[src/rtl/cla8_pipe_adder.sv]
// Two-stage pipelined carry-lookahead adder built from 4-bit lookahead groups.
// Stage 1 registers per-bit propagate/generate; stage 2 registers sum, carry-out and overflow.
module cla8_pipe_adder #(
    parameter int WIDTH = 8,
    parameter int GROUP = 4
) (
    input  logic             clk,
    input  logic             rst_n,
    input  logic             in_valid,
    output logic             in_ready,
    input  logic [WIDTH-1:0] in_a,
    input  logic [WIDTH-1:0] in_b,
    input  logic             in_ci,
    output logic             out_valid,
    input  logic             out_ready,
    output logic [WIDTH-1:0] out_sum,
    output logic             out_co,
    output logic             out_ovf
);

    localparam int NGRP = WIDTH / GROUP;

    logic [WIDTH-1:0] s1_p;
    logic [WIDTH-1:0] s1_g;
    logic             s1_ci;
    logic             s1_valid;

    logic [WIDTH-1:0] carry_in_bit;
    logic             carry_out;
    logic [WIDTH-1:0] sum_c;
    logic             ovf_c;
    logic             adv2;
    logic             accept;

    // Two-level lookahead for one group; returns {c4, c3, c2, c1, c0}.
    function automatic logic [4:0] grp_carry(input logic [3:0] p, input logic [3:0] g,
                                             input logic ci);
        logic [4:0] c;
        c[0] = ci;
        c[1] = g[0] | (p[0] & ci);
        c[2] = g[1] | (p[1] & g[0]) | (p[1] & p[0] & ci);
        c[3] = g[2] | (p[2] & g[1]) | (p[2] & p[1] & g[0]) | (p[2] & p[1] & p[0] & ci);
        c[4] = g[3] | (p[3] & g[2]) | (p[3] & p[2] & g[1]) | (p[3] & p[2] & p[1] & g[0])
             | (p[3] & p[2] & p[1] & p[0] & ci);
        return c;
    endfunction

    always_comb begin
        logic       c_run;
        logic [4:0] gc;
        carry_in_bit = '0;
        c_run        = s1_ci;
        gc           = '0;
        for (int k = 0; k < NGRP; k++) begin
            gc = grp_carry(s1_p[k*GROUP +: GROUP], s1_g[k*GROUP +: GROUP], c_run);
            carry_in_bit[k*GROUP +: GROUP] = gc[3:0];
            c_run = gc[4];
        end
        carry_out = c_run;
    end

    assign sum_c = s1_p ^ carry_in_bit;
    assign ovf_c = carry_in_bit[WIDTH-1] ^ carry_out;

    // A beat moves on valid && ready at the rising edge; in_ready depends
    // combinationally on out_ready because there is no skid buffer.
    assign adv2     = s1_valid && (!out_valid || out_ready);
    assign in_ready = !s1_valid || adv2;
    assign accept   = in_valid && in_ready;

    always_ff @(posedge clk) begin
        if (!rst_n) begin
            s1_p      <= '0;
            s1_g      <= '0;
            s1_ci     <= 1'b0;
            s1_valid  <= 1'b0;
            out_valid <= 1'b0;
            out_sum   <= '0;
            out_co    <= 1'b0;
            out_ovf   <= 1'b0;
        end else begin
            if (accept) begin
                s1_p     <= in_a ^ in_b;
                s1_g     <= in_a & in_b;
                s1_ci    <= in_ci;
                s1_valid <= 1'b1;
            end else if (adv2) begin
                s1_valid <= 1'b0;
            end

            // Data outputs keep their last value when the result is drained.
            if (adv2) begin
                out_sum   <= sum_c;
                out_co    <= carry_out;
                out_ovf   <= ovf_c;
                out_valid <= 1'b1;
            end else if (out_valid && out_ready) begin
                out_valid <= 1'b0;
            end
        end
    end

endmodule

[config.mk]
export PLATFORM = sky130hd
export DESIGN_NAME = cla8_pipe_adder
export DESIGN_NICKNAME = d
export VERILOG_FILES = /design/src/rtl/cla8_pipe_adder.sv
export SDC_FILE = /design/constraint.sdc
export NUM_CORES = 1
export LEC_CHECK = 0
export BUFFER_PORTS_ARGS = -buffer_cell sky130_fd_sc_hd__buf_2
export CAP_MARGIN = 15
export CORE_AREA = 4 4 60 62
export CTS_BUF_LIST = sky130_fd_sc_hd__clkbuf_4 sky130_fd_sc_hd__clkbuf_8
export CTS_CLUSTER_DIAMETER = 50
export DETAILED_ROUTE_END_ITERATION = 10
export DIE_AREA = 0 0 64 66
export PLACE_DENSITY = 0.65
export SYNTH_ARGS = -nofsm -noshare
export SYNTH_HDL_FRONTEND = slang
export SYNTH_SLANG_ARGS = --single-unit
[constraint.sdc]
create_clock -name clk -period 2.5 [get_ports clk]
set_clock_uncertainty 0.1 [all_clocks]
set_input_delay 0.125 -clock clk [delete_from_list [all_inputs] [get_ports clk]]
set_output_delay 0.125 -clock clk [all_outputs]
set_load 0.03 [all_outputs]
---- After elaboration in Yosys (flattened, before gate mapping) ----
Cells that the tools add are included.
operators by class
  bitwise gates (word level) .............. 56
  muxes and demuxes ....................... 4
  reductions and logical operators ........ 9
operators with widths
  operator            count
  AND 1 bit           32
  bitwise OR 1 bit    20
  XOR 8 bit           2
  AND 8 bit           1
  2-to-1 mux 1 bit    4
  nonzero test 2 bit  2
  logical AND 1 bit   3
  logical NOT 1 bit   2
  logical OR 1 bit    2
  XOR 1 bit           1
word-level totals
  bits in registers ....................... 29
  output and inout bits ................... 12
  input bits .............................. 21
  word-level logic and storage cells ...... 77

---- Longest topological paths before layout ----
Gate-level depths: netlist of run 1.
  word-level depth ........................ 8
  depth in mapped cells ................... 8
  depth with buffers taken out ............ 8

---- Least setup slack after synthesis of run 1 ----
OpenSTA, ideal clock, no wires.
  path type ............................... register -> register
  start point ............................. register out_valid
  end point ............................... register s1_g[4]
  setup slack ............................. 0.523 ns
  clock period less this slack ............ 1.977 ns
  path buffers ............................ 2
  data required time ...................... 2.278 ns
  library setup time ...................... 0.122 ns
  cell stages (with the launch flop) ...... 8
  arrival ................................. 1.755 ns
  cells stage by stage .................... dfxtp_1 -> nor2b_1 -> nand2_1 -> and2_1 -> clkbuf_1 -> clkbuf_1 -> nand2_1 -> a21boi_0
on the way
  cells in the longest elaborated chain, start to end .. 5
ends and longest elaborated chain
  item                    RTL line  source
  start, declared         14        output logic out_valid,
  start signal, assigned  77        out_valid <= 1'b0;
  start signal, assigned  96        out_valid <= 1'b1;
  start signal, assigned  98        out_valid <= 1'b0;
  logical NOT 1 bit       67        assign adv2 = s1_valid && (!out_valid || out_ready);
  logical OR 1 bit        67
  logical AND 1 bit       67
  logical OR 1 bit        68        assign in_ready = !s1_valid || adv2;
  net in_ready            10        output logic in_ready,
  logical AND 1 bit       69        assign accept = in_valid && in_ready;
  end signal, assigned    84        s1_g <= in_a & in_b;
  end, declared           24        logic [WIDTH-1:0] s1_g;
The timed path passes the listed nets, and every way through them passes these cells.
A chain may end at the register's enable or synchronous reset.

---- Worst setup path after layout of run 1 ----
  start point ............................. register s1_p[2]
  end point ............................... register out_sum[5]
on the way
  cells in the longest elaborated chain, start to end .. 8
  elaborated cells on any way between the ends .. 12
  those cells by class .................... bitwise: 12
ends and longest elaborated chain
  item                                                  RTL line  source
  start, declared                                       23        logic [WIDTH-1:0] s1_p;
  start signal, assigned                                83        s1_p <= in_a ^ in_b;
  AND 1 bit (*)                                         43, 44
  AND 1 bit (on tied branches)                          43, 44
  bitwise OR 1 bit (tied with other cells)              43        c[4] = g[3] | (p[3] & g[2]) | (p[3] & p[2] & g[1]) | (p[3] & p[2] & p[1] & g[0])
  bitwise OR 1 bit / AND 1 bit (equally long branches)  43, 44
  bitwise OR 1 bit (*)                                  44        | (p[3] & p[2] & p[1] & p[0] & ci);
  AND 1 bit (*)                                         40        c[1] = g[0] | (p[0] & ci);
  bitwise OR 1 bit (*)                                  40
  XOR 8 bit (*)                                         62        assign sum_c = s1_p ^ carry_in_bit;
  end signal, assigned                                  93        out_sum <= sum_c;
  end, declared                                         16        output logic [WIDTH-1:0] out_sum,
Mark *: on every way between the ends. The rest lies on a longest branch, timed or not.

==> impl_metrics.csv, run 1 <==
group,metric,value,unit
run_status,status,"finished, final reports clean",
cells_and_area,diodes,0,
synth,seq_area_frac_synth,0.428,
worst_setup_path,critPathLaunchType,"flip-flop",
hold_path,min_to,"out_valid",
timing,tightest_slew,0.690,ns
floorplan,die-area,0.00422,mm2
floorplan,core_area,0.00303,mm2
cells_and_area,area_growth,20.3,%
clock_network,cts_tree,"yes",
global_routing,grt_max_degree,33,
hold_path,min-delay-start,"out_ready",
power,power_frac_seq,0.527,
hold_path,hold_depth,3,
timing,post-route-min-period,1.87,ns
worst_setup_path,r2r_end,"out_sum[5]",
worst_setup_path,slowest_delay,0.37,ns
synth,synth_top_area_cell,"dfxtp_1",
power,p_switching,0.256,mW
floorplan,io_pins,33,
cells_and_area,mostFrequentLayoutCells,"46 x nand2_1, 32 x buf_2, 29 x dfxtp_1, 21 x a21boi_0, 10 x ha_1",
worst_setup_path,cp.arrival,2.02,ns
floorplan,std_cell_rows,20,
placement,place_inst,225,
worst_setup_path,rr_worst_depth,8,
routing,drt_iter0_markers,55,
cells_and_area,fin_util,0.539,
global_routing,grt_pass1_vias,1029,
synth,synth_top_area_share,0.428,
routing,drt-total-wl,2.82,mm
worst_setup_path,path_max_fanout,5,
routing,drtAntennaViolNets,0,
worst_setup_path,cp.required,2.66,ns
power,powerDensity,589,mW/mm2
placement,dp.final_hpwl,2.12,mm
routing,drcViolationCount,0,
worst_setup_path,path_delay_family,"simple AND/OR/NAND/NOR gates",
global_routing,grt-ovfl-total,0,
timing,finalHoldViolCount,0,
routing,vias_per_cell,4.86,
cells_and_area,final_common_cell,"nand2_1",
floorplan,start_util,0.448,
timing,tns,0,ns
power,netSwitchingFraction,0.266,
synth,yosys_warnings,0,
synth,syn_nets,188,
worst_setup_path,rr_startpoint,"s1_p[2]",
synth,async_flop_share,0,
cells_and_area,final_nets,221,
worst_setup_path,path_cells,"and3_1, a22o_1, or2_4, ha_1, nor2_1, xnor2_1, nand2_1, a21boi_0",
worst_setup_path,r2r_slack,0.63,ns
synth,synthesis.area,0.00136,mm2
placement,io_buffers,32,
timing,finalSetupViolCount,0,
run,drv_cap,0,
timing,layout_worst_path_cycle_share,0.747,
timing,rsz0062_at_grt,"no",
global_routing,grtUsageTotal,0.147,
cells_and_area,instances_no_fill,235,
synth,synth-main-ff-cell,"dfxtp_1",
timing,max_freq,536,MHz
global_routing,antenna_found_initial,0,
synth,synth_area_leaders,"dfxtp_1 43%, nand2_1 13%, a21boi_0 12%",
clock_network,clkLatencyLatePin,0.33,ns
routing,dr.pass1.iters,4,
routing,avgRoutedWirePerCell,12.0,um
synth,synthDistinctLibCells,27,
placement,gp_congestion,0.768,
cells_and_area,drive_gt1_frac,0.215,
global_routing,grt_pass1_wl,4.68,mm
synth,synthCells,157,
synth,syn_area_per_cell,8.64,um2
floorplan,die_height,66,um
clock_network,cts_sinks,29,
worst_setup_path,critPathCaptureType,"flip-flop",
power,finalPower,0.961,mW
power,internal_power,0.705,mW
cells_and_area,fin_area,0.00163,mm2
power,combPwrFrac,0.134,
worst_setup_path,worstSetupPathType,"reg2reg",
clock_network,cts.clk_slew.worst_paths,0.09,ns
worst_setup_path,path_buf_inv,0,
power,clock_power_share,0.339,
power,leakage,0.749,nW
power,peakVddDrop,0.000311,V
synth,synth_edf_count,0,
clock_network,cts.path.max_buffers,2,
routing,vias,1141,
synth,synth-seq-cells,29,
hold_path,hold_class,"in2reg",
worst_setup_path,critical-path-slowest-cell,"dfxtp_1",
clock_network,clockRootBuffer,"clkbuf_4",
timing,slew_viol_final,0,
placement,placed_area,0.00154,mm2
clock_network,htreeDepth,2,
clock_network,cts_made_buffers,5,
floorplan,die_x,64,um
timing,relSlewSlack,0.539,
cells_and_area,fillers,304,
clock_network,cts_setup_buffers,0,
## stage by stage
stage          hold slack, ns  setup slack, ns
4_1_cts                0.0437            0.620
6_report               0.0473            0.633
5_1_grt                0.0568            0.518
2_1_floorplan           0.164            0.523
3_3_place_gp            0.279            0.710
3_5_place_dp            0.285            0.642
## cells by family (layout without fill, tap and decap cells)
kind of cell	count (synthesis)	count (layout)	synth area share
compound gates	43	43	0.229
xor+xnor	3	3	0.0194
fa+ha+maj	10	10	0.0923
buf+inv	8	42	0.0221
flops	29	29	0.428
mux	1	1	0.00738
simple gates	63	63	0.202
## final cells by class
| type | instances | area [um2] | share of cell area |
|---|---|---|---|
| clock buffers | 7 | 65.1 | 0.0399 |
| well taps | 44 | 55.1 | 0.0337 |
| multi-input cells | 120 | 746 | 0.457 |
| flip-flops and latches | 29 | 581 | 0.356 |
| clock inverters | 1 | 5.00 | 0.00307 |
| repair buffers | 34 | 180 | 0.110 |
## synth_stat cells (all sizes together) (2+ instances only)
cell and number:
o21ai 4, ha 10, nor2b 3, dfxtp 29, a21boi 21, a21o 4, nand2 46, o21a 3
and2 3, a21oi 4, xnor2 3, nor2 3, clkbuf 8, and3 2, nand3 2
## worst max-delay path by stage
stage / startpoint / endpoint / cells after the start
6_report: s1_p[2] / out_sum[5] / 8
5_1_grt: s1_p[2] / out_sum[5] / 8
4_1_cts: s1_p[2] / out_sum[5] / 8
3_5_place_dp: s1_p[2] / out_sum[5] / 8
3_3_place_gp: s1_p[2] / out_sum[5] / 8
2_1_floorplan: out_valid / s1_g[4] / 7
## registers in the layout, indices dropped and copies added, names as in the netlist
signal	count
out_sum	8
s1_p	8
out_ovf	1
s1_ci	1
s1_valid	1
s1_g	8
out_co	1
out_valid	1
## power groups by stage
| stage | Combinational [mW] | Sequential (mW) | Clock [mW] |
|---|---|---|---|
| after CTS | 0.131 | 0.506 | 0.331 |
| after global placement | 0.123 | 0.515 | 0 |
| after detailed placement | 0.128 | 0.517 | 0 |
| after global routing | 0.147 | 0.510 | 0.354 |
| after floorplan | 0.0725 | 0.528 | 0 |
| final | 0.129 | 0.506 | 0.326 |
## what timing repair did
| item | CTS | global route |
|---|---|---|
| hold buffers | 2 | 0 |
| hold endpoints to repair | 2 | 0 |
| gates resized for setup | 0 | 0 |
## worst register-to-register path, cell delays in order (launching register included)
cell and delay (ns):
dfxtp_1 0.37, and3_1 0.18, a22o_1 0.25, or2_4 0.24
ha_1 0.17, nor2_1 0.11, xnor2_1 0.12, nand2_1 0.06
a21boi_0 0.19
## metal layers
layer,vias to the layer above,part of all wire,GRT usage
li1,603,-,-
met1,500,0.45,0.169
met2,30,0.46,0.243
met3,8,0.059,0.0442
met4,0,0.022,0.0809
met5,-,0,0
Note: power is estimated with default switching activity, not from simulation.
==> run 2: changes to the inputs <==
==> config.mk (replaced) <==
export PLATFORM = sky130hd
export DESIGN_NAME = cla8_pipe_adder
export DESIGN_NICKNAME = d
export VERILOG_FILES = /design/src/rtl/cla8_pipe_adder.sv
export SDC_FILE = /design/constraint.sdc
export NUM_CORES = 1
export LEC_CHECK = 0
export ABC_AREA = 1
export BUFFER_PORTS_ARGS = -buffer_cell sky130_fd_sc_hd__buf_2
export CAP_MARGIN = 15
export CORE_AREA = 4 4 61 63
export CTS_BUF_LIST = sky130_fd_sc_hd__clkbuf_4 sky130_fd_sc_hd__clkbuf_8
export CTS_CLUSTER_DIAMETER = 50
export DETAILED_ROUTE_END_ITERATION = 10
export DIE_AREA = 0 0 65 67
export PLACE_DENSITY = 0.63
export SYNTH_ARGS = -nofsm -noshare
export SYNTH_HDL_FRONTEND = slang
export SYNTH_SLANG_ARGS = --single-unit
==> constraint.sdc (replaced) <==
create_clock -name clk -period 1.8 [get_ports clk]
set_clock_uncertainty 0.1 [all_clocks]
set_input_delay 0.09 -clock clk [delete_from_list [all_inputs] [get_ports clk]]
set_output_delay 0.09 -clock clk [all_outputs]
set_load 0.03 [all_outputs]
==> impl_metrics.csv, run 2 <==
group,metric,value,unit
run_status,status,"finished, final reports clean",
routing,vias,1205,
synth,synthesis.area,0.00137,mm2
cells_and_area,final_nets,253,
power,peakVddDrop,0.000483,V
floorplan,start_util,0.425,
worst_setup_path,worstSetupPathType,"in2reg",
worst_setup_path,path_buf_inv,4,
power,leakage,0.837,nW
clock_network,cts_sinks,29,
synth,synth_common_cells,"37 x nor2_1, 29 x dfxtp_1, 20 x nand2_1",
global_routing,grt_pass1_vias,1141,
worst_setup_path,path_max_fanout,21,
timing,finalSetupViolCount,0,
timing,finalHoldViolCount,0,
clock_network,cts_tree,"yes",
power,finalPower,1.55,mW
worst_setup_path,cp.required,1.97,ns
synth,yosys_warnings,0,
worst_setup_path,cp.arrival,1.59,ns
floorplan,core_area,0.00323,mm2
global_routing,grt_pass1_wl,4.82,mm
routing,drtAntennaViolNets,0,
synth,synth_edf_count,0,
placement,dp.final_hpwl,1.96,mm
placement,preCtsSetupSlack,0.392,ns
cells_and_area,diodes,0,
clock_network,cts.clk_slew.worst_paths,0.09,ns
global_routing,grt_max_degree,25,
clock_network,cts_setup_buffers,0,
worst_setup_path,slowest_delay,0.53,ns
clock_network,clockRootBuffer,"clkbuf_4",
synth,async_flop_share,0,
worst_setup_path,critPathCaptureType,"flip-flop",
cells_and_area,instances_no_fill,269,
routing,dr.pass1.iters,4,
global_routing,grt-ovfl-total,0,
worst_setup_path,critical-path-slowest-cell,"dlygate4sd3_1",
synth,synth_area_leaders,"dfxtp_1 42%, nor2_1 10%, ha_1 9.1%",
floorplan,die_height,67,um
worst_setup_path,path_delay_family,"buffers and inverters",
global_routing,grtUsageTotal,0.148,
synth,synth-main-ff-cell,"dfxtp_1",
routing,drt-total-wl,2.66,mm
synth,synthCells,183,
synth,syn_area_per_cell,7.51,um2
timing,tns,0,ns
worst_setup_path,critPathLaunchType,"input port",
cells_and_area,final_common_cell,"nor2_1",
synth,synthDistinctLibCells,24,
routing,drt_iter0_markers,35,
hold_path,hold_class,"in2reg",
floorplan,die_x,65,um
synth,seq_area_frac_synth,0.423,
routing,drcViolationCount,0,
power,powerDensity,912,mW/mm2
cells_and_area,reg_top3,"out_sum x8, s1_g x8, s1_p x8",
cells_and_area,mostFrequentLayoutCells,"37 x nor2_1, 32 x buf_2, 29 x dfxtp_1, 20 x nand2_1",
synth,syn_nets,214,
timing,slew_viol_final,0,
synth,synth_top_area_share,0.423,
placement,io_buffers,32,
timing,max_freq,704,MHz
routing,avgRoutedWirePerCell,9.88,um
run,drv_cap,0,
cells_and_area,drive_gt1_frac,0.238,
timing,fin_ws,0.379,ns
timing,rsz0062_at_grt,"no",
clock_network,htreeDepth,2,
timing,tightest_slew,0.361,ns
floorplan,io_pins,33,
timing,layout_worst_path_cycle_share,0.790,
placement,place_inst,257,
cells_and_area,area_growth,23.8,%
floorplan,std_cell_rows,21,
timing,relSlewSlack,0.759,
floorplan,die-area,0.00436,mm2
global_routing,antenna_found_initial,0,
clock_network,clkLatencyLatePin,0.33,ns
clock_network,cts_made_buffers,5,
cells_and_area,fin_util,0.526,
worst_setup_path,path_cells,"dlygate4sd3_1, buf_2, inv_2, nand3_1, nand2_2, buf_4, o21ai_0, nor2_1",
timing,post-route-min-period,1.42,ns
clock_network,cts.path.max_buffers,2,
synth,synth-seq-cells,29,
synth,yosysMostFrequentCell,"nor2_1",
synth,synth_top_area_cell,"dfxtp_1",
placement,gp_congestion,0.791,
routing,vias_per_cell,4.48,
run 2: worst register-to-register path: cells and delay by family, from the launching register on:
family,cells,cell delay [ns]
flip-flops,1,0.34
adder cells (fa/ha/maj),1,0.20
AND/OR/NAND/NOR,5,0.43
AO/OA/AOI/OAI,1,0.07
XOR/XNOR,1,0.15
run 2: report_power, final:
part | switching, mW | internal, mW
clock | 0.222 | 0.347
sequential | 0.0360 | 0.689
combinational | 0.157 | 0.0994
total | 0.415 | 1.14
run 2: metrics by stage:
stage               hold slack, ns  instance area (um2)
global route                0.0299                 1700
floorplan                    0.128                 1370
detailed placement           0.249                 1570
finish                      0.0124                 1700
CTS                        0.00363                 1700
global placement             0.241                 1570
run 2: path summary, 6_finish.rpt:
check	from	endpoint	slack, ns	cells past startpoint
worst max-delay path	out_ready	s1_p[5]	0.38	8
worst min-delay path	in_a[2]	s1_p[2]	0.01	4
worst max register to register	s1_g[0]	out_sum[5]	0.39	8
worst min register to register	s1_g[7]	s1_g[7]	0.37	2
run 2: what timing repair did:
item	4_1_cts	5_1_grt
hold buffers	4	0
hold endpoints to repair	5	0
resized for setup	0	0
endpoints found under the setup margin	0	0
run 2: cell families (layout without fill, tap and decap cells):
| kind of cell | count (synthesis) | count (layout) | share of synthesized area |
|---|---|---|---|
| AND/OR/NAND/NOR | 74 | 74 | 0.232 |
| AO/OA/AOI/OAI | 42 | 42 | 0.160 |
| flip-flops | 29 | 29 | 0.423 |
| buffers and inverters | 25 | 65 | 0.0747 |
| adder cells (fa/ha/maj) | 10 | 10 | 0.0911 |
| XOR/XNOR | 3 | 3 | 0.0191 |
run 2: area by class of cell:
class,count,area (um2)
clock inverters,1,30.0
clock buffers,7,58.8
repair buffers,37,208
well taps,46,57.6
fillers,355,1530
multi-input cells,129,691
flip-flops and latches,29,581
inverters,20,75.1
run 2: metal layers:
metal	routed length (um)	global-route usage	vias to the layer above
li1	-	-	674
met1	1320	0.171	497
met2	1090	0.234	29
met3	185	0.0641	5
met4	61	0.0712	0
met5	0	0	-
